<file path="src/rtl/bsg_async_fifo_r_ctrl.sv">
// Read-side control of an async FIFO: owns the read pointer and derives
// valid, address, occupancy and a sticky error from the synced write pointer.
module bsg_async_fifo_r_ctrl #(
  parameter int lg_size_p = 4
) (
  input  logic                 r_clk_i,
  input  logic                 r_reset_n_i,
  input  logic [lg_size_p:0]   w_ptr_gray_rsync_i,
  input  logic                 r_yumi_i,
  output logic                 r_valid_o,
  output logic [lg_size_p-1:0] r_addr_o,
  output logic [lg_size_p:0]   r_ptr_binary_r_o,
  output logic [lg_size_p:0]   r_ptr_gray_r_o,
  output logic [lg_size_p:0]   r_count_o,
  output logic                 r_error_o
);

  localparam int pw = lg_size_p + 1;
  localparam logic [pw-1:0] one_c  = pw'(1);
  localparam logic [pw-1:0] full_c = {1'b1, {lg_size_p{1'b0}}};

  logic [pw-1:0] w_bin;
  logic [pw-1:0] w_ptr_bin_r;
  logic [pw-1:0] r_ptr_bin_r;
  logic [pw-1:0] r_ptr_gray_r;
  logic [pw-1:0] r_ptr_bin_n;
  logic [pw-1:0] count;
  logic          valid;
  logic          error_r;
  logic          deq;
  logic          underflow;
  logic          overrun;

  // Binary bit i is the XOR of all Gray bits at or above i.
  always_comb begin
    w_bin = '0;
    for (int i = 0; i < pw; i++) begin
      w_bin[i] = ^(w_ptr_gray_rsync_i >> i);
    end
  end

  assign valid       = (r_ptr_bin_r != w_ptr_bin_r);
  assign count       = w_ptr_bin_r - r_ptr_bin_r;
  assign deq         = r_yumi_i & valid;
  assign underflow   = r_yumi_i & ~valid;
  assign overrun     = (count > full_c);
  assign r_ptr_bin_n = r_ptr_bin_r + one_c;

  always_ff @(posedge r_clk_i) begin
    if (!r_reset_n_i) begin
      w_ptr_bin_r  <= '0;
      r_ptr_bin_r  <= '0;
      r_ptr_gray_r <= '0;
      error_r      <= 1'b0;
    end else begin
      w_ptr_bin_r <= w_bin;
      if (deq) begin
        r_ptr_bin_r  <= r_ptr_bin_n;
        r_ptr_gray_r <= r_ptr_bin_n ^ (r_ptr_bin_n >> 1);
      end
      if (underflow || overrun) begin
        error_r <= 1'b1;
      end
    end
  end

  assign r_valid_o        = valid;
  assign r_addr_o         = r_ptr_bin_r[lg_size_p-1:0];
  assign r_ptr_binary_r_o = r_ptr_bin_r;
  assign r_ptr_gray_r_o   = r_ptr_gray_r;
  assign r_count_o        = count;
  assign r_error_o        = error_r;

endmodule

</file>
<file path="config.mk">
export PLATFORM = sky130hd
export DESIGN_NAME = bsg_async_fifo_r_ctrl
export DESIGN_NICKNAME = d
export VERILOG_FILES = /design/src/rtl/bsg_async_fifo_r_ctrl.sv
export SDC_FILE = /design/constraint.sdc
export NUM_CORES = 1
export LEC_CHECK = 0
export ABC_AREA = 1
export ABC_CLOCK_PERIOD_IN_PS = 3500
export BUFFER_PORTS_ARGS = -buffer_cell sky130_fd_sc_hd__clkbuf_2
export CORE_MARGIN = 4
export CORE_UTILIZATION = 40
export CTS_BUF_LIST = sky130_fd_sc_hd__clkbuf_8
export DETAILED_ROUTE_END_ITERATION = 6
export GPL_TIMING_DRIVEN = 0
export PLACE_DENSITY = 0.68
export SLEW_MARGIN = 5
export SYNTH_ARGS = -nofsm -noshare
export SYNTH_HDL_FRONTEND = slang
export SYNTH_SLANG_ARGS = --single-unit
</file>
<file path="constraint.sdc">
create_clock -name r_clk_i -period 3.5 [get_ports r_clk_i]
set_input_delay 0.35 -clock r_clk_i [delete_from_list [all_inputs] [get_ports r_clk_i]]
set_output_delay 0.35 -clock r_clk_i [all_outputs]
set_load 0.02 [all_outputs]
</file>
; After elaboration in Yosys (flattened, before gate mapping)
; Index checks and enable logic that the tools add are counted.
; Widths: inputs -> output; s select.
[totals]
register_bits = 16
inputBits = 8
output_inout_bits = 21
elab_cells = 18
[classes]
n_addsub = 2
n_lt_le_gt_ge = 1
eq_ne = 1
bitwise = 4
reduce_logical = 6
[op_table]
columns = op, count
row1 = $reduce_xor 5->1, 5
row2 = $add 5x1->5 const B, 1
row3 = $gt 5x5->1 const B, 1
row4 = $ne 5x5->1, 1
row5 = $sub 5x5->5, 1
row6 = $xor 5x4->5, 1
row7 = $and 1x1->1, 2
row8 = $logic_or 1x1->1, 1
row9 = $not 1->1, 1

; Depth between registers and ports, before layout
; Gate-level depths: netlist (run 1).
[depth]
ltp_word = 4
mapped_depth = 11
ltp_nobuf = 11

; Worst setup path after synthesis (run 1)
; No wires, ideal clock.
[synth_path]
path_type = register to output
start = reg r_ptr_bin_r[0], in the netlist r_ptr_binary_r_o[0]
end = out r_count_o[4]
arrival_ns = 1.552
required_ns = 3.150
slack_ns = 1.598
stages_incl_launch_ff = 7
n_path_buf = 0
path_cell_list = dfxtp_1 -> ha_1 -> inv_1 -> fa_1 -> nand3_1 -> nand3_1 -> nand2_1
[synth_via]
elab_chain_cells = 1
[synth_lines]
columns = element, line_no
row1 = start: declaration, 24  ; logic [pw-1:0] r_ptr_bin_r;
row2 = start signal: assignment, 58  ; r_ptr_bin_r <= r_ptr_bin_n;
row3 = $sub 5x5->5, 43  ; assign count = w_ptr_bin_r - r_ptr_bin_r;
row4 = end: declaration, 14  ; output logic [lg_size_p:0] r_count_o,
; No other way between the ends.

; Worst setup path in the final report (run 1)
; Ends and elaborated chain as after synthesis.

==> results.cfg, run 1 <==
[layout]
final_area_um2 = 1170
final_common_cell = nand2_1
drive_gt1_share_pct = 24.4
utilization_pct = 52.3
nNetsFinal = 187
area_delta_synth_final_pct = 23.4
layoutNonFillerInstCount = 200
final_cell_mix = 39 x nand2_1, 28 x clkbuf_2, 23 x inv_1, 15 x nor2_1, 15 x dfxtp_1
fillCellCount = 253
antenna_cells = 0

[floorplanning]
start_util_pct = 42.4
num_io_pins = 29
die_x_um = 56.6
die_area_um2 = 3210
rows = 17
core_um2 = 2230
die_h_um = 56.6

[power_and_ir_drop]
switchingPower_uw = 205
combPwrFrac_pct = 38.0
clkPwrFrac_pct = 26.1
irDropWorstVdd_mv = 0.232
swShare_pct = 37.3
power_frac_seq_pct = 36.0
powerDensity_nw_per_um2 = 471
p_leak_nw = 0.638
intPower_uw = 345

[logic_synthesis]
netlist_instances = 140
synth_warnings = 0
synth_top_area_share_pct = 31.7
seq_area_frac_synth_pct = 31.7
syn_nets = 154
ys_ff_latch = 15
yosys.area.top_type = dfxtp_1
syn_area_per_cell_um2 = 6.76
ys_types = 20
syn_area_um2 = 946
synth_area_leaders = dfxtp_1 32%, nand2_1 15%, inv_1 9.1%, ha_1 6.6%, nor2_1 6.0%

[worst_hold_path]
worstHoldPathType = input pin to register

[clocking]
postCtsSetupRepairBufs = 0
htreeDepth = 1
ctsResizeCount = 0
cts_num_sinks = 15
cts_tree = yes
ctsHoldBuffers = 0
cts_buffers = 3
max-clock-path-buffers = 2
root_buffer = clkbuf_8
clkLatencyLatePin_ps = 250
clk_pin_slew_worst_paths_ps = 60

[place]
place_area_um2 = 1120
dp.cells = 196
place_hpwl_mm = 1.58
port_buffers = 28
place_congestion = 0.841

[critical_path]
path_max_fanout = 8
cp.required_ps = 3150
crit_arrival_ps = 1890
worstSetupPathType = register to output pin
start_kind = register
cp-end-kind = output pin

[route]
routedWlPerCell_um = 9.88
vias = 926
dr.pass1.iters = 4
drt_iter0_markers = 4
wirelength_mm = 1.98
drc = 0
ant_nets = 0
avgViaCountPerCell = 4.63

[grt]
grt_first_pass_wirelength_mm = 3.74
overflow = 0
grt_pass1_vias = 906
antenna_found_initial = 0
grt_max_degree = 11
track_usage_pct = 15.0

[status]
status = complete, no violations

[timing]
slew_viol_final = 0
finalCriticalPeriod_ps = 2240
holdWs_ps = 316
setup_tns_ps = 0
setup_violations = 0
hold_violations = 0
skew_ps = 3.71
fmax_mhz = 447
tightest_slew_ps = 337
period_share_pct = 63.9
rsz0062_at_grt = no
slew_headroom_pct = 77.4

[run]
maxCapViolations = 0
worst max-delay path: stages (launching register included):
cell and delay, ps:
dfxtp_1 490, ha_1 200, inv_1 60, fa_1 410, nand3_1 130, nand3_1 80
nand2_1 90, clkbuf_2 170
registers in the layout (all words and copies together) (netlist names):
register,count
r_ptr_gray_r_o,4
r_error_o,1
w_ptr_bin_r,5
r_ptr_binary_r_o,5
cell families after synthesis:
kind of cell,Yosys count,share of synthesized area [%]
AOI/OAI and AO/OA,13,7.14
DFF,15,31.7
buffers and inverters,29,14.3
adders and majority gates,6,8.73
xor gates and xnor gates,7,6.48
and+or+nand+nor,70,31.6
metrics by stage:
step | total power, mW | setup WS (ps)
6_report | 0.550 | 1260
5_1_grt | 0.593 | 1110
3_3_place_gp | 0.407 | 1540
4_1_cts | 0.556 | 1240
2_1_floorplan | 0.357 | 1600
3_5_place_dp | 0.413 | 1530
cell usage after synthesis:
cell type,count
nand2_4,1
nand2_1,39
nor2_1,15
nand4_1,2
xnor2_1,5
a21oi_1,9
o21ai_0,3
dfxtp_1,15
nand3b_1,1
and2_1,1
buf_6,1
nand3_1,8
nor2_2,2
nand2_2,1
buf_4,5
ha_1,5
o21bai_1,1
fa_1,1
xor2_1,2
inv_1,23
worst paths after layout:
check | from | slack, ps | to | cells after the start
worst max register to register | r_ptr_binary_r_o[2] | 1730 | r_ptr_gray_r_o[3] | 11
worst min-delay path | w_ptr_gray_rsync_i[4] | 320 | w_ptr_bin_r[4] | 3
worst max-delay path | r_ptr_binary_r_o[0] | 1260 | r_count_o[4] | 7
worst min register to register | r_ptr_gray_r_o[0] | 480 | r_ptr_gray_r_o[0] | 2
layout make-up:
class | instances | area [µm²] | share of cell area, %
multi-input combinational | 96 | 510 | 43.7
sequential | 15 | 300 | 25.7
timing repair buffer | 28 | 140 | 12.0
inverter | 23 | 86.3 | 7.40
buffer | 6 | 48.8 | 4.18
clock buffer | 3 | 41.3 | 3.54
tap | 28 | 35.0 | 3.00
clock inverter | 1 | 5.00 | 0.429
power groups by stage:
stage                     registers [mW]  clock network, mW  logic (mW)
after floorplan                    0.211                  0       0.146
after global placement             0.201                  0       0.206
after detailed placement           0.202                  0       0.211
after CTS                          0.198              0.146       0.211
after global routing               0.200              0.154       0.239
final                              0.198              0.143       0.209
layer usage:
metal	GRT usage (%)	routed length, µm
met1	17.6	935
met2	24.3	863
met3	4.14	122
met4	8.14	55
met5	0	0
Power figures use the tool's default switching activity.
==> run 2: changes to the inputs <==
- ABC_CLOCK_PERIOD_IN_PS: 3500 -> 2200
- clock period: 3.5 -> 2.2 ns (I/O delays scaled with it)
==> results.cfg, run 2 (synthesis results as in run 1) <==
[clocking]
root_buffer = clkbuf_8
clk_pin_slew_worst_paths_ps = 60
cts_num_sinks = 15
ctsHoldBuffers = 0
clkLatencyLatePin_ps = 250
max-clock-path-buffers = 2
cts_tree = yes
cts_buffers = 3
postCtsSetupRepairBufs = 0
htreeDepth = 1

[place]
port_buffers = 28
place_area_um2 = 1120
place_hpwl_mm = 1.58
dp.cells = 196
place_congestion = 0.841

[timing]
rsz0062_at_grt = no
finalCriticalPeriod_ps = 2000
hold_violations = 0
period_share_pct = 90.9
tightest_slew_ps = 337
slew_headroom_pct = 77.4
setup_tns_ps = 0
holdWs_ps = 186
skew_ps = 3.71
fmax_mhz = 500
setup_violations = 0
slew_viol_final = 0

[critical_path]
critPathTopFamily = adder cells
crit_slowest_cell = fa_1
crit-reg2reg-launch = r_ptr_binary_r_o[2]
cp.required_ps = 1980
cpPeakStageDelay_ps = 480
r2r_end = r_ptr_gray_r_o[3]
cp_num_buf_inv = 2
worstSetupPathType = register to output pin
r2r_cells = 11
cp-end-kind = output pin
path_common_cell = nand3_1
path_max_fanout = 7
critical_path.cell_chain = inv_1, fa_1, nand3_1, nand3_1, nand2_1, clkbuf_2
crit_arrival_ps = 1780
start_kind = register
rrSetupSlack_ps = 430

[route]
drc = 0
vias = 926
ant_nets = 0
routedWlPerCell_um = 9.88
wirelength_mm = 1.98
avgViaCountPerCell = 4.63
drt_iter0_markers = 4
dr.pass1.iters = 4

[grt]
antenna_found_initial = 0
grt_pass1_vias = 906
overflow = 0
track_usage_pct = 15.0
grt_first_pass_wirelength_mm = 3.74
grt_max_degree = 11

[worst_hold_path]
holdPathEnd = w_ptr_bin_r[4]
worstHoldPathType = input pin to register
holdPathStages = 3
min_from = w_ptr_gray_rsync_i[4]

[layout]
seq_area_um2 = 302
drive_gt1_share_pct = 25.0
final_area_um2 = 1170
multi_input_area_um2 = 510
fillCellCount = 252
final_cell_mix = 39 x nand2_1, 28 x clkbuf_2, 23 x inv_1, 15 x nor2_1, 14 x dfxtp_1
nNetsFinal = 187
area_delta_synth_final_pct = 23.5
final_common_cell = nand2_1
utilization_pct = 52.3
antenna_cells = 0
layoutNonFillerInstCount = 200

[floorplanning]
core_um2 = 2230
num_io_pins = 29
die_h_um = 56.6
start_util_pct = 42.4
rows = 17
die_x_um = 56.6
die_area_um2 = 3210

[power_and_ir_drop]
powerDensity_nw_per_um2 = 749
p_leak_nw = 0.639
irDropWorstVdd_mv = 0.369

[status]
status = complete, no violations

[run]
maxCapViolations = 0
## run 2: area by class of cell
cell class / count / share of cell area [%]
Timing Repair Buffer: 28 / 12.0
Buffer: 6 / 4.18
Sequential cell: 15 / 25.8
Inverter: 23 / 7.39
Clock inverter: 1 / 0.428
Multi-Input combinational cell: 96 / 43.7
Clock buffer: 3 / 3.53
Tap cell: 28 / 3.00
## run 2: report_power, final
| group | total [mW] | internal [mW] | switching, mW | leakage, nW |
|---|---|---|---|---|
| registers | 0.315 | 0.297 | 0.0187 | 0.124 |
| logic | 0.332 | 0.127 | 0.205 | 0.490 |
| clock network | 0.228 | 0.126 | 0.102 | 0.0255 |
## run 2: per-layer routing
metal / share of wire [%] / vias up / track usage, % / routed length (µm)
met1: 47 / 410 / 17.6 / 935
met4: 2.8 / 0 / 8.14 / 55
met3: 6.2 / 5 / 4.14 / 122
met5: 0 / - / 0 / 0
met2: 44 / 22 / 24.3 / 863
li1: - / 489 / - / -
## run 2: tightest hold or removal path, stage by stage
cell	delay (ps)
clkbuf_2	90
nand2_1	50
inv_1	50
## run 2: stage by stage
stage / power (mW) / setup WS [ps]
after floorplan: 0.568 / 335
after global placement: 0.648 / 375
after detailed placement: 0.657 / 363
after CTS: 0.884 / 72.4
after global routing: 0.944 / 43.4
final: 0.876 / 199
## run 2: how the worst max path moves through the flow
stage,from,endpoint,cells past startpoint
global placement,r_ptr_binary_r_o[0],r_count_o[4],7
CTS,r_ptr_binary_r_o[0],r_count_o[4],7
finish,r_ptr_binary_r_o[1],r_count_o[4],6
floorplan,r_ptr_binary_r_o[0],r_error_o,9
detailed placement,r_ptr_binary_r_o[0],r_count_o[4],7
global route,r_ptr_binary_r_o[1],r_count_o[4],6
## run 2: repair_timing
| action | 4_1_cts | 5_1_grt |
|---|---|---|
| gates resized for setup | 0 | 1 |
| endpoints found under the hold margin | 0 | 0 |
| endpoints found under the setup margin | 0 | 1 |
